<file path="config.mk">
export PLATFORM = sky130hd
export DESIGN_NAME = programmable_countdown
export DESIGN_NICKNAME = d
export VERILOG_FILES = /design/src/rtl/programmable_countdown_pkg.sv /design/src/rtl/programmable_countdown_tick_prescaler.sv /design/src/rtl/programmable_countdown.sv
export SDC_FILE = /design/constraint.sdc
export NUM_CORES = 1
export LEC_CHECK = 0
export ABC_AREA = 0
export CELL_PAD_IN_SITES_DETAIL_PLACEMENT = 0
export CELL_PAD_IN_SITES_GLOBAL_PLACEMENT = 2
export CORE_MARGIN = 5
export CORE_UTILIZATION = 31
export CTS_CLUSTER_DIAMETER = 80
export DETAILED_ROUTE_END_ITERATION = 10
export PLACE_DENSITY_LB_ADDON = 0.1
export REMOVE_ABC_BUFFERS = 1
export SLEW_MARGIN = 20
export SYNTH_ARGS = -nofsm -noshare
export SYNTH_HDL_FRONTEND = slang
export SYNTH_SLANG_ARGS = --single-unit
</file>
<file path="constraint.sdc">
create_clock -name clk -period 2.84 [get_ports clk]
set_clock_uncertainty 0.1 [all_clocks]
set_input_delay 0.284 -clock clk [delete_from_list [all_inputs] [get_ports clk]]
set_output_delay 0.284 -clock clk [all_outputs]
set_load 0.1 [all_outputs]
</file>
<file path="src/rtl/programmable_countdown_pkg.sv">
// Shared synth timing definitions.
//   MODE_ONESHOT : counter stops at 0 after its terminal count.
//   MODE_RELOAD  : counter reloads from its reload register after reaching 0.
package programmable_countdown_pkg;

  localparam logic MODE_ONESHOT = 1'b0;
  localparam logic MODE_RELOAD  = 1'b1;

endpackage

</file>
<file path="src/rtl/programmable_countdown_tick_prescaler.sv">
// tick_prescaler: clock-enable divider used by the synth timing blocks.
// A tick is produced once every prescale+1 enabled cycles.
//   clk      : system clock
//   reset    : asynchronous active-high reset, clears the divider
//   clear    : synchronous restart of the divider (takes priority over enable)
//   enable   : advances the divider when high, holds it when low
//   prescale : divide ratio minus one
//   tick     : combinational, high on the enabled cycle that ends a division
module tick_prescaler #(
  parameter int PRESCALE_W = 4
) (
  input  logic                  clk,
  input  logic                  reset,
  input  logic                  clear,
  input  logic                  enable,
  input  logic [PRESCALE_W-1:0] prescale,
  output logic                  tick
);

  logic [PRESCALE_W-1:0] pc_q, pc_d;
  logic                  at_limit;

  // >= rather than == so that lowering prescale below the current pc
  // produces a tick on the next enabled cycle instead of a full wrap.
  assign at_limit = (pc_q >= prescale);
  assign tick     = enable && at_limit;

  always_comb begin
    pc_d = pc_q;
    if (clear) begin
      pc_d = '0;
    end else if (enable) begin
      pc_d = at_limit ? '0 : pc_q + PRESCALE_W'(1);
    end
  end

  always_ff @(posedge clk or posedge reset) begin
    if (reset) begin
      pc_q <= '0;
    end else begin
      pc_q <= pc_d;
    end
  end

endmodule

</file>
<file path="src/rtl/programmable_countdown.sv">
// programmable_countdown: parametrised down-counter for synth timing
// (tone period, envelope step, note-length timers).
// With auto_reload=1, prescale=0, enable=1 and no load it counts
// RESET_VALUE..0 and wraps, matching the legacy free-running countdown.
//   clk         : system clock
//   reset       : asynchronous active-high reset
//   enable      : advances the prescaler; all state holds when low
//   load        : synchronous load of count and reload register (highest priority)
//   load_value  : value written on load
//   auto_reload : 1 = reload on expiry, 0 = one-shot
//   prescale    : tick every prescale+1 enabled cycles
//   count       : registered current count
//   tc          : registered one-cycle pulse as count first reads 0
//   running     : high while counting is active
module programmable_countdown
  import programmable_countdown_pkg::*;
#(
  parameter int                 WIDTH       = 5,
  parameter int                 PRESCALE_W  = 4,
  parameter logic [WIDTH-1:0]   RESET_VALUE = {WIDTH{1'b1}}
) (
  input  logic                  clk,
  input  logic                  reset,
  input  logic                  enable,
  input  logic                  load,
  input  logic [WIDTH-1:0]      load_value,
  input  logic                  auto_reload,
  input  logic [PRESCALE_W-1:0] prescale,
  output logic [WIDTH-1:0]      count,
  output logic                  tc,
  output logic                  running
);

  logic [WIDTH-1:0] count_q, count_d;
  logic [WIDTH-1:0] reload_q, reload_d;
  logic             running_q, running_d;
  logic             tc_q, tc_d;
  logic             tick;

  // The prescaler only advances while counting is active; load restarts it.
  tick_prescaler #(
    .PRESCALE_W (PRESCALE_W)
  ) u_prescaler (
    .clk      (clk),
    .reset    (reset),
    .clear    (load),
    .enable   (enable && running_q),
    .prescale (prescale),
    .tick     (tick)
  );

  always_comb begin
    count_d   = count_q;
    reload_d  = reload_q;
    running_d = running_q;
    tc_d      = 1'b0;
    if (load) begin
      // Load wins over a coincident tick, so that tick never yields a tc.
      count_d   = load_value;
      reload_d  = load_value;
      running_d = 1'b1;
    end else if (tick) begin
      if (count_q > WIDTH'(1)) begin
        count_d = count_q - WIDTH'(1);
      end else if (count_q == WIDTH'(1)) begin
        count_d = '0;
        tc_d    = 1'b1;
        if (auto_reload == MODE_ONESHOT) running_d = 1'b0;
      end else if (auto_reload == MODE_RELOAD) begin
        // Reaching here from a zero load keeps count at 0 with no tc.
        count_d = reload_q;
      end else begin
        running_d = 1'b0;
      end
    end
  end

  always_ff @(posedge clk or posedge reset) begin
    if (reset) begin
      count_q   <= RESET_VALUE;
      reload_q  <= RESET_VALUE;
      running_q <= 1'b1;
      tc_q      <= 1'b0;
    end else begin
      count_q   <= count_d;
      reload_q  <= reload_d;
      running_q <= running_d;
      tc_q      <= tc_d;
    end
  end

  assign count   = count_q;
  assign tc      = tc_q;
  assign running = running_q;

endmodule

</file>
Yosys cells after proc, flatten, opt, wreduce, memory -nomap -nowiden
Cells that the tools add are included.
Cells by class
  bitwise logic cells: 0
  reduce and logical (&&, ||, !) cells: 7
  add/sub/neg operators: 2
  mux-type cells: 16
  equality and inequality tests: 3
  divide/modulo/power cells: 0
  $mul: 0
  shift-type cells: 0
  magnitude comparators: 2
Operators by type and width (count)
  $mux 5: 5
  $mux 4: 3
  $mux 1: 8
  $eq 5x1->1 const B: 1
  $gt 5x1->1 const B: 1
  $sub 5x1->5 const B: 1
  $add 4x1->4 const B: 1
  $ge 4x4->1: 1
  $ne 2x2->1 const B: 2
  $reduce_bool 2->1: 2
  $reduce_bool 4->1: 1
  $reduce_and 3->1: 1
  $logic_and 1x1->1: 2
  $reduce_and 2->1: 1
Word-level totals
  bits of input ports: 14
  memory bits (writable): 0
  logic and storage cells: 35
  output and inout port bits: 7
  register bits after elaboration: 16
  bits in read-only memories: 0
  memories: 0
  latch bits: 0

Longest topological paths before layout
  depth in word-level cells: 5
  mapped depth: 7
  depth with buffers taken out: 7

Cells and area by module
A second synthesis with hierarchy kept.
Unflattened totals
  cells, all modules: 109
  area total of the unflattened synthesis: 1067.3 µm²
By module, submodules not included
  programmable_countdown: cells each 73, area an instance 720.7 µm², sequential area each 314.1 µm², instances 1
  tick_prescaler: cells each 36, area an instance 346.6 µm², sequential area each 100.1 µm², instances 1

Worst setup path after synthesis
Ideal clock, no wire load.
  kind: register -> register
  from: reg count_q[1] (netlist: count[1])
  to: reg count_q[4] (netlist: count[4])
  path slack: 0.352 ns
  cell stages (with the launch flop): 8
  library setup time: 0.064 ns
  clock period less this slack: 2.488 ns
  arrival time: 2.324 ns
  path buffers: 0
  data required time: 2.676 ns
  path through: dfstp_2 inv_1 ha_1 or4_4 nor3_2 nor4_2 a311o_1 nand2_1
On the way
  cells in the longest elaborated chain, start to end: 5
  elaborated cells on any way between the ends: 9
  classes of those cells: 1 x add/sub; 1 x order compare; 1 x eq/ne; 4 x mux; 2 x reduce/logical
RTL lines
  start, declared: line programmable_countdown.sv:34  | logic [WIDTH-1:0] count_q, count_d;
  start signal, assigned: line programmable_countdown.sv:85  | count_q <= count_d;
  parallel branches: the longest is 5 deep, another holds $sub 5x1->5
Several ways; the timed one is not identified. The select of a mux whose other input is x is not followed.
A chain may end at the register's enable or synchronous reset.

Worst setup path after layout
  from: reg u_prescaler.pc_q[0]
  to: reg count_q[0] (netlist: count[0])
On the way
  cells in the longest elaborated chain, start to end: 4
RTL lines
  start, declared: line programmable_countdown_tick_prescaler.sv:20  | logic [PRESCALE_W-1:0] pc_q, pc_d;
  start signal, assigned: line programmable_countdown_tick_prescaler.sv:41  | pc_q <= pc_d;
  $ge 4x4->1: line programmable_countdown_tick_prescaler.sv:25  | assign at_limit = (pc_q >= prescale);
  $logic_and 1x1->1: line programmable_countdown_tick_prescaler.sv:26  | assign tick = enable && at_limit;
  $reduce_bool 2->1 (no source line)
  $reduce_and 2->1 (no source line)
Every way passes these cells.

==> impl_metrics.json <==
{
  "drt_iter0_drc": 24,
  "critPathLaunchType": "flip-flop",
  "slowest_stage": "nor4_2",
  "r2r_start": "u_prescaler.pc_q[0]$_DFFE_PP0P_",
  "cap_violations": 0,
  "postSynth.asyncResetShare_pct": 100.0,
  "worst_slack_ps": 488.6,
  "synth-edff-count": 0,
  "yosysUniqueCellTypes": 40,
  "dr_total_vias": 864,
  "drive_above_1_share_pct": 24.03,
  "drtAntennaViolNets": 0,
  "critPathKind": "flip-flop to flip-flop",
  "syn_to_final_growth_pct": 24.79,
  "dp_cells": 171,
  "first_pass_iters": 4,
  "clk_path_buf_depth": 2,
  "syn_area_per_cell_um2": 9.627,
  "ctsHoldBuffers": 0,
  "hold_viol_final": 0,
  "period_minus_slack_ps": 2351,
  "synth.area.top_cells": "dfstp_2 28%, dfrtp_1 12%, ha_1 8.4%",
  "stdcell_count": 175,
  "cts_tree": "yes",
  "yosysSeqAreaShare_pct": 39.83,
  "insertion_delay_ps": 290,
  "grt_pass1_wl_mm": 3.967,
  "slowest_delay_ps": 830,
  "synth_area_leader_cell": "dfstp_2",
  "grt_util_all_layers_pct": 11.52,
  "dpl.hpwl_mm": 1.736,
  "htree_levels": 1,
  "critPathTopFamily": "simple AND/OR/NAND/NOR gates",
  "report.final.slew_viol_count": 0,
  "start_util_pct": 31.66,
  "tns_ps": 0,
  "dp_slack_ps": 191.4,
  "syn_area_um2": 1040,
  "overflow": 0,
  "r2r_end": "count[0]$_DFFE_PP1P_",
  "port_buffers": 20,
  "postLayoutCellArea_um2": 1297,
  "outcome": "finished clean",
  "rsz0062_at_grt": "no",
  "cp.required_ps": 2960,
  "via_per_inst": 4.937,
  "die_x_um": 67.92,
  "grt_pass1_vias": 872,
  "p_leak_nw": 0.5445,
  "ys.flop_type": "dfstp_2",
  "crit_chain": "inv_1, ha_1, nand2b_4, a2111oi_4, nor4_2, mux2i_1, o211ai_2",
  "root_buffer": "clkbuf_4",
  "totalWireLength_mm": 2.333,
  "postSynthCellCount": 108,
  "power.density_nw_per_um2": 466.5,
  "crit_buf_inv": 1,
  "cts_sinks": 16,
  "cp-end-kind": "flip-flop",
  "worst_slew_pin_slew_ps": 931.2,
  "antenna_cells": 0,
  "path_clk_slew_ps": 100,
  "place.gp.congestion": 0.7424,
  "critPathMaxFanout": 8,
  "layout.nets": 151,
  "synth_top_cell_area_share_pct": 27.80,
  "cts_resized": 0,
  "synth_common_cells": "12 x inv_1, 11 x dfstp_2, 10 x nand2_1",
  "rrSetupSlack_ps": 490,
  "dpl_cell_area_um2": 1271,
  "postLayoutCoreUtil_pct": 39.50,
  "ys_ff_latch": 16,
  "reg2regPathDepth": 7,
  "fillers": 352,
  "post_cts_buffers": 0,
  "peakVddDrop_uv": 157.6,
  "wl_per_cell_um": 13.33,
  "grt_max_degree": 26,
  "worstHoldPathType": "primary input to async pin",
  "core_area_um2": 3284,
  "fin_crit_sh_pct": 82.79,
  "rows": 21,
  "clock.fmax_ghz": 0.4253,
  "cp.arrival_ps": 2470,
  "yosys_warnings": 0,
  "synthMostInstantiatedCell": "inv_1",
  "setup_viol": 0,
  "grt_antenna_before_repair": 0,
  "die_h_um": 67.92,
  "relSlewSlack_pct": 37.40,
  "ios": 21,
  "die_area_um2": 4612,
  "drc": 0,
  "numCtsBuffers": 3
}
cells in the final DEF (no fill, tap or decap), types with 2 or more instances in the layout:
cell,Yosys,final
buf_4,0,8
nor3_1,2,2
ha_1,7,7
clkbuf_4,0,3
dfrtp_1,5,5
nor2_1,7,7
clkdlybuf4s50_1,0,13
or2_1,2,2
a22oi_1,2,2
inv_1,12,12
o21ai_1,3,3
nand4b_1,3,3
nand2_1,10,10
nor2b_1,2,2
a21o_1,2,2
dfstp_2,11,11
mux2i_1,4,4
nand3_1,2,2
a21oi_1,5,5
o21ai_0,4,4
logic make-up after synthesis:
group	count (synthesis)	share of synthesized area (%)
buffers and inverters	16	5.896
AOI/OAI and AO/OA	24	17.45
DFF	16	39.83
and+or+nand+nor	39	22.39
muxes	6	6.017
adders and majority gates	7	8.423
worst max path at each step:
| stage | from | endpoint | cells after the start |
|---|---|---|---|
| finish | u_prescaler.pc_q[0]$_DFFE_PP0P_ | count[0]$_DFFE_PP1P_ | 7 |
| detailed placement | prescale[3] | count[0]$_DFFE_PP1P_ | 8 |
| floorplan | count[1]$_DFFE_PP1P_ | count[4]$_DFFE_PP1P_ | 7 |
| global route | u_prescaler.pc_q[0]$_DFFE_PP0P_ | count[0]$_DFFE_PP1P_ | 7 |
| CTS | u_prescaler.pc_q[0]$_DFFE_PP0P_ | count[0]$_DFFE_PP1P_ | 7 |
| global placement | prescale[3] | count[0]$_DFFE_PP1P_ | 8 |
cell type report:
| cell class | count | area, um^2 | share of cell area (%) |
|---|---|---|---|
| clock buffer | 4 | 26.28 | 2.025 |
| tap | 46 | 57.56 | 4.436 |
| multi-input combinational | 76 | 564.3 | 43.49 |
| sequential | 16 | 414.1 | 31.92 |
| inverter | 12 | 45.04 | 3.472 |
| timing repair buffer | 21 | 190.2 | 14.66 |
registers in the layout, indices dropped and copies added, names as in the netlist:
register	count
running	1
tc	1
reload_q	5
u_prescaler.pc_q	4
count	5
metrics by stage:
stage               hold slack [ps]  total power (W)
floorplan                     89.87        0.0004199
global placement              363.9        0.0004779
detailed placement            364.5        0.0004791
CTS                           290.9        0.0006146
global route                  320.2        0.0006416
finish                        276.4        0.0006053
power by group:
part	leakage (nW)	internal, W	switching (W)
Clock	0.0150	0.0000546	0.0000778
Sequential	0.184	0.000256	0.0000184
Combinational	0.345	0.0000742	0.000124
per-layer routing:
layer | vias to the layer above | global-route usage (%) | wire, um
met1 | 413 | 15.81 | 1196
li1 | 431 | - | -
met4 | 0 | 4.467 | 16
met5 | - | 0 | 0
met2 | 18 | 17.98 | 1023
met3 | 2 | 1.970 | 97
Power figures use the tool's default switching activity.
